$ cat src/rtl/gpio_irq_ctrl.sv
// ---------------------------------------------------------------------------
// gpio_irq_ctrl
//
// Interrupt controller for the GPIO pads (pmod A = [23:16], B = [15:8],
// C = [7:0] in the default 24-pin build). Each pad is synchronised and
// edge-detected with a per-pin polarity. Detected edges latch into PENDING.
// A fixed-priority arbiter picks the lowest enabled pending pin, and the core
// services it through a CLAIM read / COMPLETE write handshake.
//
// Ports
//   clk        system clock
//   rst_n      asynchronous active-low reset
//   gpio_in_i  raw pad levels, asynchronous to clk
//   sel_i      register access request
//   we_i       1 = write, 0 = read
//   addr_i     byte address, only [4:2] decoded
//   wdata_i    write data
//   rdata_o    read data, valid while ack_o = 1, zero otherwise
//   ack_o      one-cycle acknowledge, one cycle after the access cycle
//   irq_o      registered interrupt request to the core
//
// Register map (addr_i[4:2])
//   0 IE        RW  per-pin enable, masks arbitration and irq_o only
//   1 POL       RW  1 = rising edge, 0 = falling edge
//   2 PENDING   R   latched events; write 1 to clear
//   3 CLAIM     R   winner id (pin + 1) and enter service; 0 = none
//   4 COMPLETE  W   wdata[4:0] = id being completed
//   5 STATUS    R   bit0 = in service, bits [12:8] = claimed id
//   6,7         read 0, write ignored, still acknowledged
// ---------------------------------------------------------------------------
module gpio_irq_ctrl #(
    parameter int NUM_PINS    = 24,
    parameter int SYNC_STAGES = 2
) (
    input  logic                clk,
    input  logic                rst_n,
    input  logic [NUM_PINS-1:0] gpio_in_i,
    input  logic                sel_i,
    input  logic                we_i,
    input  logic [7:0]          addr_i,
    input  logic [31:0]         wdata_i,
    output logic [31:0]         rdata_o,
    output logic                ack_o,
    output logic                irq_o
);

    // Register offsets as seen on addr_i[4:2]
    localparam logic [2:0] ADDR_IE       = 3'd0;
    localparam logic [2:0] ADDR_POL      = 3'd1;
    localparam logic [2:0] ADDR_PENDING  = 3'd2;
    localparam logic [2:0] ADDR_CLAIM    = 3'd3;
    localparam logic [2:0] ADDR_COMPLETE = 3'd4;
    localparam logic [2:0] ADDR_STATUS   = 3'd5;

    // Edge detection stays off until the synchroniser and prev flop hold real
    // pad levels, so a pin that is already high at reset is not an event.
    localparam int WARM_CYCLES = SYNC_STAGES + 1;
    localparam int WARM_W      = $clog2(WARM_CYCLES + 1);

    typedef enum logic {
        IDLE       = 1'b0,
        IN_SERVICE = 1'b1
    } svcState_e;

    // -----------------------------------------------------------------------
    // Declarations
    // -----------------------------------------------------------------------
    logic [NUM_PINS-1:0] syncReg [SYNC_STAGES];
    logic [NUM_PINS-1:0] prevLevel;
    logic [NUM_PINS-1:0] syncLevel;
    logic [WARM_W-1:0]   warmCnt;
    logic                warmDone;
    logic [NUM_PINS-1:0] edgeHit;

    logic [NUM_PINS-1:0] ie;
    logic [NUM_PINS-1:0] pol;
    logic [NUM_PINS-1:0] pending;
    logic [NUM_PINS-1:0] pendingNext;
    logic [NUM_PINS-1:0] activeMask;
    logic [NUM_PINS-1:0] w1cMask;
    logic [NUM_PINS-1:0] claimMask;
    logic [4:0]          winnerId;
    logic [4:0]          claimedId;

    svcState_e           state;
    svcState_e           stateNext;
    logic                claimTake;
    logic                completeOk;

    logic                access;
    logic                rdAccess;
    logic                wrAccess;
    logic [2:0]          regSel;
    logic [31:0]         readData;

    // Address/data bits that the register map never looks at.
    logic                unusedBits;
    assign unusedBits = ^{addr_i[7:5], addr_i[1:0], wdata_i[31:NUM_PINS]};

    // -----------------------------------------------------------------------
    // Pad synchroniser and previous-level flop
    // -----------------------------------------------------------------------
    // NOTE: sequential state is assigned with <= so every flop samples the
    // pre-edge value of its neighbour; = here would collapse the chain.
    always_ff @(posedge clk or negedge rst_n) begin
        if (!rst_n) begin
            // NOTE: this array is a flop chain, not a RAM, so every stage is
            // reset; a real memory array would be left unreset.
            for (int s = 0; s < SYNC_STAGES; s++) begin
                syncReg[s] <= '0;
            end
            prevLevel <= '0;
        end else begin
            syncReg[0] <= gpio_in_i;
            for (int s = 1; s < SYNC_STAGES; s++) begin
                syncReg[s] <= syncReg[s-1];
            end
            prevLevel <= syncReg[SYNC_STAGES-1];
        end
    end

    assign syncLevel = syncReg[SYNC_STAGES-1];

    // -----------------------------------------------------------------------
    // Warm-up counter: saturates at WARM_CYCLES after reset release
    // -----------------------------------------------------------------------
    always_ff @(posedge clk or negedge rst_n) begin
        if (!rst_n) begin
            warmCnt <= '0;
        end else if (!warmDone) begin
            warmCnt <= warmCnt + WARM_W'(1);
        end
    end

    assign warmDone = (warmCnt == WARM_W'(WARM_CYCLES));

    // Per-pin edge select: rising where POL=1, falling where POL=0
    assign edgeHit = warmDone
                   ? ((pol & syncLevel & ~prevLevel) | (~pol & ~syncLevel & prevLevel))
                   : '0;

    // -----------------------------------------------------------------------
    // Bus decode: an access is a selected cycle that is not the ack cycle
    // -----------------------------------------------------------------------
    assign access   = sel_i & ~ack_o;
    assign wrAccess = access & we_i;
    assign rdAccess = access & ~we_i;
    assign regSel   = addr_i[4:2];

    // -----------------------------------------------------------------------
    // Fixed-priority arbiter: lowest enabled pending pin wins, id = pin + 1
    // -----------------------------------------------------------------------
    assign activeMask = pending & ie;

    always_comb begin
        // NOTE: default first so every path assigns winnerId and no latch forms.
        winnerId = '0;
        // Scanning downward lets the lowest index overwrite higher ones.
        for (int i = NUM_PINS - 1; i >= 0; i--) begin
            if (activeMask[i]) begin
                winnerId = 5'(i + 1);
            end
        end
    end

    // -----------------------------------------------------------------------
    // Service FSM
    // -----------------------------------------------------------------------
    always_ff @(posedge clk or negedge rst_n) begin
        if (!rst_n) begin
            state <= IDLE;
        end else begin
            state <= stateNext;
        end
    end

    always_comb begin
        stateNext  = state;
        claimTake  = 1'b0;
        completeOk = 1'b0;
        case (state)
            IDLE: begin
                // A CLAIM with nothing to serve is a plain read of 0.
                if (rdAccess && (regSel == ADDR_CLAIM) && (winnerId != 5'd0)) begin
                    claimTake = 1'b1;
                    stateNext = IN_SERVICE;
                end
            end
            IN_SERVICE: begin
                // Only the id that was claimed can close the service window.
                if (wrAccess && (regSel == ADDR_COMPLETE) && (wdata_i[4:0] == claimedId)) begin
                    completeOk = 1'b1;
                    stateNext  = IDLE;
                end
            end
            default: stateNext = IDLE;
        endcase
    end

    // -----------------------------------------------------------------------
    // PENDING update: clears first, then new edges OR'd in so a same-cycle
    // event always survives a W1C or a claim of the same bit.
    // -----------------------------------------------------------------------
    assign w1cMask   = (wrAccess && (regSel == ADDR_PENDING)) ? wdata_i[NUM_PINS-1:0] : '0;
    assign claimMask = claimTake ? (NUM_PINS'(1) << (winnerId - 5'd1)) : '0;

    assign pendingNext = (pending & ~w1cMask & ~claimMask) | edgeHit;

    // -----------------------------------------------------------------------
    // Configuration, pending, claimed id and the registered irq
    // -----------------------------------------------------------------------
    always_ff @(posedge clk or negedge rst_n) begin
        if (!rst_n) begin
            ie        <= '0;
            pol       <= '0;
            pending   <= '0;
            claimedId <= '0;
            irq_o     <= 1'b0;
        end else begin
            if (wrAccess && (regSel == ADDR_IE)) begin
                ie <= wdata_i[NUM_PINS-1:0];
            end
            if (wrAccess && (regSel == ADDR_POL)) begin
                pol <= wdata_i[NUM_PINS-1:0];
            end
            pending <= pendingNext;
            if (claimTake) begin
                claimedId <= winnerId;
            end else if (completeOk) begin
                claimedId <= '0;
            end
            // Built from current register values, so irq_o follows PENDING,
            // IE and state one cycle later.
            irq_o <= (state == IDLE) && (|activeMask);
        end
    end

    // -----------------------------------------------------------------------
    // Read mux and bus response
    // -----------------------------------------------------------------------
    always_comb begin
        readData = '0;
        case (regSel)
            ADDR_IE:      readData[NUM_PINS-1:0] = ie;
            ADDR_POL:     readData[NUM_PINS-1:0] = pol;
            ADDR_PENDING: readData[NUM_PINS-1:0] = pending;
            ADDR_CLAIM:   readData[4:0]          = (state == IDLE) ? winnerId : 5'd0;
            ADDR_STATUS: begin
                readData[0]    = (state == IN_SERVICE);
                readData[12:8] = claimedId;
            end
            default:      readData = '0;
        endcase
    end

    always_ff @(posedge clk or negedge rst_n) begin
        if (!rst_n) begin
            ack_o   <= 1'b0;
            rdata_o <= '0;
        end else begin
            ack_o   <= access;
            rdata_o <= rdAccess ? readData : '0;
        end
    end

endmodule

$ cat config.mk
export PLATFORM = sky130hd
export DESIGN_NAME = gpio_irq_ctrl
export DESIGN_NICKNAME = d
export VERILOG_FILES = /design/src/rtl/gpio_irq_ctrl.sv
export SDC_FILE = /design/constraint.sdc
export NUM_CORES = 1
export LEC_CHECK = 0
export ABC_AREA = 0
export CORE_MARGIN = 5
export CORE_UTILIZATION = 55
export DETAILED_ROUTE_END_ITERATION = 16
export PLACE_DENSITY = 0.77
export SLEW_MARGIN = 40
export SYNTH_ARGS = -nofsm -noshare
export SYNTH_HDL_FRONTEND = slang
export SYNTH_SLANG_ARGS = --single-unit
$ cat constraint.sdc
create_clock -name clk -period 2.4 [get_ports clk]
set_input_delay 0.24 -clock clk [delete_from_list [all_inputs] [get_ports clk]]
set_output_delay 0.24 -clock clk [all_outputs]
set_load 0.02 [all_outputs]
==> results of run 1 <==
-- repair_timing --
item,4_1_cts,5_1_grt
endpoints found under the setup margin,4,19
cloned,0,0
resized for setup,1,16
buffers inserted,0,4
hold endpoints to repair,58,0
hold buffers,1,0
pin swaps,0,4
-- layout make-up --
class                           count  area [um2]  share of cell area, %
Clock buffer                       18         439                   4.49
Multi-Input combinational cell    495        3100                   31.7
Sequential cell                   178        4460                   45.5
Clock inverter                     14         129                   1.32
Tap cell                          180         225                   2.30
Timing Repair Buffer              155        1420                   14.5
Inverter                            4        15.0                  0.153
-- synthesized netlist by cell type (5+ instances only) --
library cell  instances
a21boi_0              5
a21oi_1              31
a22oi_1               8
a31oi_1               6
a32o_1               11
a32oi_1               5
and2_1                8
buf_4                 8
clkbuf_1             18
dfrtp_1             178
mux2_2               50
mux2i_1              24
nand2_1             122
nand2b_1              7
nand3_1              11
nor2_1               79
nor2b_1               5
nor3_1                7
o211ai_1              9
o21ai_0              37
-- sequential cells by signal, summed over array words and instances (netlist names), 2 cells and up --
register   count
claimedId      5
ie            24
pending       24
pol           24
prevLevel     24
rdata_o       24
syncLevel     24
syncReg       24
warmCnt        2
-- per-layer routing --
| metal | part of all wire [%] | vias up |
|---|---|---|
| met3 | 6.9 | 40 |
| met1 | 42 | 3022 |
| met5 | 0 | - |
| met2 | 49 | 248 |
| li1 | - | 2782 |
| met4 | 2.8 | 0 |
-- metrics by stage --
stage                     cells  total power [mW]
final                      1044              8.18
after CTS                  1040              8.15
after detailed placement   1007              5.49
after floorplan             710              4.63
after global placement     1007              5.43
after global routing       1044              8.60
-- logic make-up after synthesis --
| family | after synthesis |
|---|---|
| AO/OA/AOI/OAI | 149 |
| XOR/XNOR | 6 |
| adder cells (fa/ha/maj) | 1 |
| buffers and inverters | 37 |
| flip-flops | 178 |
| multiplexers | 74 |
| other | 1 |
| AND/OR/NAND/NOR | 257 |
-- path summary, 6_finish.rpt --
path / startpoint / end / depth (start not counted)
max in group asynchronous: rst_n / syncLevel[20] / 3
min in group asynchronous: rst_n / prevLevel[1] / 2
max reg2reg: ie[18] / claimedId[1] / 7
min: gpio_in_i[12] / syncReg[36] / 1
max: ie[18] / claimedId[1] / 7
min reg2reg: syncReg[44] / syncLevel[20] / 0
-- worst register-to-register path, cell delays in order (launching register included) --
cell and delay (ns):
dfrtp_1 0.40, a22oi_1 0.22, buf_4 0.16, nand4_1 0.14
o2111a_2 0.35, or4_4 0.57, and3_4 0.19, a31o_1 0.18
-- power by group --
group / internal, mW / switching, mW
Clock: 1.47 / 1.17
Combinational: 0.949 / 0.957
Sequential: 3.32 / 0.314
==> flow_summary.ini, run 1 <==
[worst_setup_path]
crit_family = simple AND/OR/NAND/NOR gates
cp_data_arrival_time_ns = 2.62
required_ns = 2.71
ff2ff_setup_slack_ns = 0.1
cp_max_fo = 5
path_class = flop to flop
cp_slowest_stage_delay_ns = 0.57
start_kind = flop
crit_buf_inv = 1
path_cells = a22oi_1 -> buf_4 -> nand4_1 -> o2111a_2 -> or4_4 -> and3_4 -> a31o_1
end_kind = flop
cpMaxStageDelayCell = or4_4

[sta]
setup_violations = 0
whs_ns = 0.251
setup_slack_ns = 0.0971
period_needed_ns = 2.30
worst_slew_pin_slew_ns = 0.761
report.final.slew_viol_count = 0
fin_crit_sh_pct = 96.0
fin_setup_tns_ns = 0
slew_headroom_pct = 49.2
skew_ns = 0.00899
finalHoldViolCount = 0
clock.fmax_mhz = 434

[synthesis]
syn-mean-instance-area_um2 = 10.9
async_flop_share_pct = 100
synth_compound_gate_area_share_pct = 13.8
yosysTopAreaCellShare_pct = 58.2
synthMuxAreaShare_pct = 10.5
synth_cells = 703
yosys_warnings = 0
synthXorXnorAreaFrac_pct = 0.686
syn_area_um2 = 7660
synth_area_leader_cell = dfrtp_1
synth.yosys.seq_area_share_pct = 58.2
synthAdderAreaFrac_pct = 0.163
synthFlopType = dfrtp_1
synth_edf_count = 0
synth-simple-area-share_pct = 14.3
synth_area_leaders = dfrtp_1, mux2_2, nand2_1, nor2_1, mux2i_1
yosysUniqueCellTypes = 60
synth-seq-cells = 178
synth_top_family_by_area = simple AND/OR/NAND/NOR gates

[place]
post-place-ws_ns = -0.0242
dp_hpwl_um = 13800
place.gp.congestion = 0.934
place_area_um2 = 9130
portBuffers = 80

[global_routing]
antenna_found_initial = 0
first_global_vias = 6226
busiest_layer = met2
grt.total_usage_pct = 25.4
grtUsageMet3_pct = 5.79
grt_pass1_wl_um = 32300
grt_max_degree = 63
overflow = 0
met1_usage_pct = 34.1
grt_util_met2_pct = 40.4

[power]
power.leakage_nw = 4.24
pwr_density_cell_nw_per_um2 = 836
peakVddDrop_mv = 0.546

[floorplan]
die-area_um2 = 16400
initial_core_util_pct = 55.6
ioPinCount = 102
die_h_um = 128
core-area_um2 = 13800
die_w_um = 128
row_count = 43

[cells_and_area]
diodes = 0
final_cell_mix = dfrtp_1, nand2_1, clkdlybuf4s50_1, nor2_1, buf_4
final_common_cell = dfrtp_1
syn2layout_area_growth_pct = 27.8
layout.nets = 920
stdcell_area_um2 = 9780
drive_above_1_share_pct = 21.3
num-fill-cells = 1008
postLayoutCoreUtil_pct = 71.0

[flow_run]
drv_cap = 0

[clock_tree]
cts-root-buf = clkbuf_16
clock_sinks = 178
clkTransAtPathRegs_ns = 0.07
clockBufferDepth = 2
cts_buffers = 17
tritoncts = done
worstSkewPairLatency_ns = 0.42
htree_num_levels = 4

[drt]
vias = 6092
antenna_left = 0
first_pass_iters = 5
via_per_inst = 5.84
drt_first_iter_violations = 471
routed_wl_um = 19700
wl_per_cell_um = 18.8
drc = 0

[outcome]
status = finished clean

[min_path]
hold_class = input pin to flop
Note: power is estimated with default switching activity, not from simulation.
==> inputs of run 2 (changes only) <==
Settings changed: REMOVE_ABC_BUFFERS from default to 1, SKIP_LAST_GASP from default to 1.
==> run 2 against run 1 <==
Against the previous run:
- first-iteration DRC count grew 13%
- highest routed layer unchanged
- via count grew 4.0%
- clock skew grew 0.0057 ns
- combinational power grew 16%
- power grew 5.7%
- core utilization grew 3.6 points
- cell area grew 5.1%
- clock-buffer cell count shrank 1
- worst hold slack lost 0.014 ns
- sequential share of layout area shrank 2.2 points
- largest cell class unchanged
- maximum frequency shrank 3.5%
==> flow_summary.ini, run 2 (same netlist as run 1, synthesis figures left out) <==
[outcome]
status = finished clean

[clock_tree]
htree_num_levels = 4
clock_sinks = 178
clockBufferDepth = 2
tritoncts = done
cts_buffers = 17
cts-root-buf = clkbuf_16
clkTransAtPathRegs_ns = 0.07
worstSkewPairLatency_ns = 0.44

[worst_setup_path]
r2r-end = claimedId[1]
cp_max_fo = 5
ff2ff_setup_slack_ns = 0.01
cpMaxStageDelayCell = or4_4
end_kind = flop
cp_data_arrival_time_ns = 2.70
crit_buf_inv = 1
cp_slowest_stage_delay_ns = 0.56
reg2regPathDepth = 8
start_kind = flop
path_class = flop to flop
path_cells = a22oi_4 -> buf_4 -> and2_4 -> o211ai_1 -> and2_4 -> or4_4 -> and3_4 -> a31o_1
cp_common_cell = and2_4
r2r-start = ie[14]
required_ns = 2.72
crit_family = simple AND/OR/NAND/NOR gates

[place]
portBuffers = 80
post-place-ws_ns = -0.153
dp_hpwl_um = 15300
place.gp.congestion = 0.888

[floorplan]
row_count = 43
ioPinCount = 102
core-area_um2 = 13800
die_w_um = 128
die-area_um2 = 16400
die_h_um = 128
initial_core_util_pct = 55.6

[sta]
setup_slack_ns = 0.0141
setup_violations = 0
report.final.slew_viol_count = 0
worst_slew_pin_slew_ns = 0.791
finalHoldViolCount = 0
rsz0062_at_grt = yes
skew_ns = 0.0147
clock.fmax_mhz = 419
period_needed_ns = 2.39
slew_headroom_pct = 47.3
fin_crit_sh_pct = 99.4

[drt]
drt_first_iter_violations = 533
vias = 6333
wl_per_cell_um = 19.9
routed_wl_um = 21500
antenna_left = 0
drc = 0
first_pass_iters = 8
via_per_inst = 5.85

[global_routing]
grt.total_usage_pct = 27.2
grt_max_degree = 76
antenna_found_initial = 0
overflow = 0
grt_pass1_wl_um = 34200
first_global_vias = 6436

[min_path]
hold-path-endpoint = syncReg[45]
hold_class = input pin to flop
hold_path_depth = 1
min_from = gpio_in_i[21]

[cells_and_area]
layout.nets = 959
multiInputGateArea_um2 = 3300
regArea_um2 = 4460
drive_above_1_share_pct = 27.4
num-fill-cells = 935
final_cell_mix = dfrtp_1, nand2_1, buf_4, clkdlybuf4s50_1, nor2_1
syn2layout_area_growth_pct = 34.3
final_common_cell = dfrtp_1
diodes = 0

[flow_run]
drv_cap = 0

[power]
peakVddDrop_mv = 0.593
finalPower_mw = 8.64
pwr_density_cell_nw_per_um2 = 840
power.leakage_nw = 4.47
run 2: report_power, final:
part,total [mW],internal [mW],switching (mW)
sequential,3.62,3.32,0.299
clock,2.80,1.57,1.23
combinational,2.22,1.11,1.11
total,8.64,6.00,2.65
run 2: metal layers:
layer	share of wire [%]	routed length [um]	vias up	track usage, %
met5	0	0	-	0
met4	3.0	644	0	9.93
met2	49	10500	252	44.2
met1	42	9080	3164	36.9
li1	-	-	2867	-
met3	6.3	1350	50	5.00
run 2: worst register-to-register path: cells and delay by family (launching register included):
kind,cells,cell delay [ns]
buf+inv,1,0.15
compound gates,3,0.56
flops,1,0.44
simple gates,4,1.12
run 2: final cells by class:
type,instances,area share (%)
clock buffer,17,4.14
sequential,178,43.4
tap,180,2.19
clock inverter,14,1.64
timing repair buffer,194,16.5
multi-input combinational,495,32.1
inverter,4,0.146
run 2: stage by stage:
stage	instances	utilization, %	hold WS [ns]	instance area, um2	setup TNS [ns]
finish	1082	74.7	0.236	10300	0
global placement	1043	68.1	0.293	9370	-1.23
floorplan	677	-	-0.0556	7520	0
detailed placement	1043	68.1	0.306	9370	-0.762
CTS	1077	73.0	0.218	10000	0
global route	1082	74.7	0.220	10300	-0.239
run 2: what timing repair did:
action	4_1_cts	5_1_grt
gates resized for setup	16	43
endpoints found under the setup margin	13	32
pin swaps	4	16
endpoints found under the hold margin	69	0
hold buffers	1	0
setup buffers	2	5
cloned	0	0
run 2: worst max path at each step:
stage,start,endpoint,slack (ns),cells past startpoint
floorplan,addr_i[3],pending[1],0.22,5
detailed placement,pending[2],pending[18],-0.15,9
global route,pending[2],pending[8],-0.04,9
CTS,pending[6],claimedId[1],0.004,7
finish,ie[14],claimedId[1],0.01,8
global placement,pending[2],pending[18],-0.18,9
==> inputs of run 3 (changes only) <==
Clock period 2.4 ns to 2.5 ns, I/O delays scaled along.
==> run 3 against run 2 <==
Against the previous run:
- setup slack improved by 0.074 ns
- power fell by 9.5%
- clock power decreased by 8.9%
- clock-buffer cell count grew 2
- final cell count down 4.6%
- cell area down 5.3%
- flip-flop and latch count unchanged
- global-route usage decreased by 1.1 points
- clock skew is 0.0060 ns lower
- non-clock buffer count shrank 47
- critical path depth rose by 1
- worst hold slack improved by 0.020 ns
- largest cell class unchanged
- largest power group unchanged
==> flow_summary.ini, run 3 (same netlist as run 1, synthesis figures left out) <==
[power]
power.leakage_nw = 4.21
p_sw_share_pct = 29.2
combPwrFrac_pct = 22.7
intPower_mw = 5.54
p_seq_share_pct = 44.7
switchingPower_mw = 2.28
clockPowerShare_pct = 32.6
pwr_density_cell_nw_per_um2 = 803
peakVddDrop_mv = 0.527

[global_routing]
grt_pass1_wl_um = 32600
overflow = 0
grt_max_degree = 76
first_global_vias = 6049
antenna_found_initial = 0
grt.total_usage_pct = 26.1

[place]
dp_hpwl_um = 14500
portBuffers = 80
place.gp.congestion = 0.868
place_inst = 1002
place_area_um2 = 9100

[worst_setup_path]
path_class = flop to flop
ff2ff_setup_slack_ns = 0.09
r2r-start = ie[20]
cp_data_arrival_time_ns = 2.77
cpMaxStageDelayCell = dfrtp_1
end_kind = flop
cp_common_cell = buf_4
reg2regPathDepth = 9
start_kind = flop
cp_max_fo = 5
r2r-end = pending[12]
cp_slowest_stage_delay_ns = 0.45
required_ns = 2.86
path_cells = a22o_1 -> o211ai_1 -> a21oi_1 -> buf_4 -> or2_2 -> a41oi_2 -> buf_4 -> nand2b_1 -> a32o_1

[cells_and_area]
num-fill-cells = 1040
stdcell_area_um2 = 9740
layout.nets = 912
diodes = 0
stdcell_count = 1032
drive_above_1_share_pct = 20.1
final_cell_mix = dfrtp_1, nand2_1, clkdlybuf4s50_1, nor2_1, buf_4
final_common_cell = dfrtp_1
syn2layout_area_growth_pct = 27.3

[clock_tree]
clockBufferDepth = 2
tritoncts = done
cts-root-buf = clkbuf_16
cts_buffers = 17
clock_sinks = 178
htree_num_levels = 4
clkTransAtPathRegs_ns = 0.06
worstSkewPairLatency_ns = 0.43

[floorplan]
row_count = 43
die_h_um = 128
core-area_um2 = 13800
die-area_um2 = 16400
die_w_um = 128
ioPinCount = 102
initial_core_util_pct = 55.6

[sta]
period_needed_ns = 2.41
fin_setup_tns_ns = 0
worst_slew_pin_slew_ns = 0.815
fin_crit_sh_pct = 96.5
slew_headroom_pct = 45.7
rsz0062_at_grt = yes
setup_violations = 0
skew_ns = 0.00869
report.final.slew_viol_count = 0
clock.fmax_mhz = 415
finalHoldViolCount = 0

[min_path]
hold_class = input pin to flop
min_from = gpio_in_i[7]
hold_path_depth = 1
hold-path-endpoint = syncReg[31]

[drt]
wl_per_cell_um = 19.9
routed_wl_um = 20500
antenna_left = 0
vias = 6037
drc = 0
first_pass_iters = 6
via_per_inst = 5.85
drt_first_iter_violations = 587

[outcome]
status = finished clean

[flow_run]
drv_cap = 0
run 3: cell types whose count changed in the layout (fill, tap and decap cells not counted), moves of 3 or more:
cell and delta:
dfrtp_1 +4, o21ai_0 +3, and3_4 -3, dfrtp_2 -4, buf_4 -48, and3_1 +3, inv_8 -4, buf_12 +3
run 3: worst max-delay path: cells and delay by family, from the launching register on:
kind	cells	cell delay [ns]
buf+inv	2	0.34
flops	1	0.45
compound gates	5	1.15
simple gates	2	0.41
run 3: metrics by stage:
stage / utilization [%] / power, mW / hold slack [ns] / setup slack (ns)
CTS: 70.2 / 7.80 / 0.247 / 0.00252
floorplan: - / 4.41 / -0.0456 / 0.305
finish: 70.7 / 7.82 / 0.256 / 0.0878
global placement: 66.1 / 5.18 / 0.309 / 0.0217
global route: 70.7 / 8.19 / 0.247 / -0.0328
detailed placement: 66.1 / 5.23 / 0.322 / 0.0379
run 3: repair_timing:
action	CTS	global route
buffers inserted	0	1
endpoints found under the hold margin	71	0
setup endpoints to repair	0	21
gates resized for setup	0	15
hold buffers	1	0
run 3: how the worst max path moves through the flow:
stage | depth (start not counted) | to | slack (ns) | from
after detailed placement | 9 | pending[18] | 0.04 | pending[2]
after CTS | 9 | pending[18] | 0.003 | pending[2]
final | 9 | pending[12] | 0.09 | ie[20]
after floorplan | 5 | pending[1] | 0.31 | addr_i[3]
after global routing | 7 | claimedId[1] | -0.03 | ie[9]
after global placement | 9 | pending[18] | 0.02 | pending[2]
run 3: area by class of cell:
cell class	instances	area, um2	area share (%)
clock inverter	9	110	1.13
tap	180	225	2.31
sequential	178	4450	45.7
clock buffer	19	453	4.65
multi-input combinational	495	3120	32.0
inverter	4	15.0	0.154
timing repair buffer	147	1370	14.1
run 3: power by group through the flow:
| stage | Combinational [mW] | Clock, mW | Sequential (mW) |
|---|---|---|---|
| global route | 1.94 | 2.71 | 3.53 |
| CTS | 1.73 | 2.59 | 3.48 |
| finish | 1.78 | 2.55 | 3.49 |
| detailed placement | 1.70 | 0 | 3.53 |
| floorplan | 0.934 | 0 | 3.47 |
| global placement | 1.68 | 0 | 3.50 |
run 3: routing by layer:
| metal | GRT usage [%] | vias up | share of wire (%) |
|---|---|---|---|
| met5 | 0 | - | 0 |
| met4 | 10.6 | 0 | 3.6 |
| met2 | 40.7 | 255 | 47 |
| li1 | - | 2770 | - |
| met1 | 36.5 | 2950 | 43 |
| met3 | 4.79 | 62 | 6.4 |
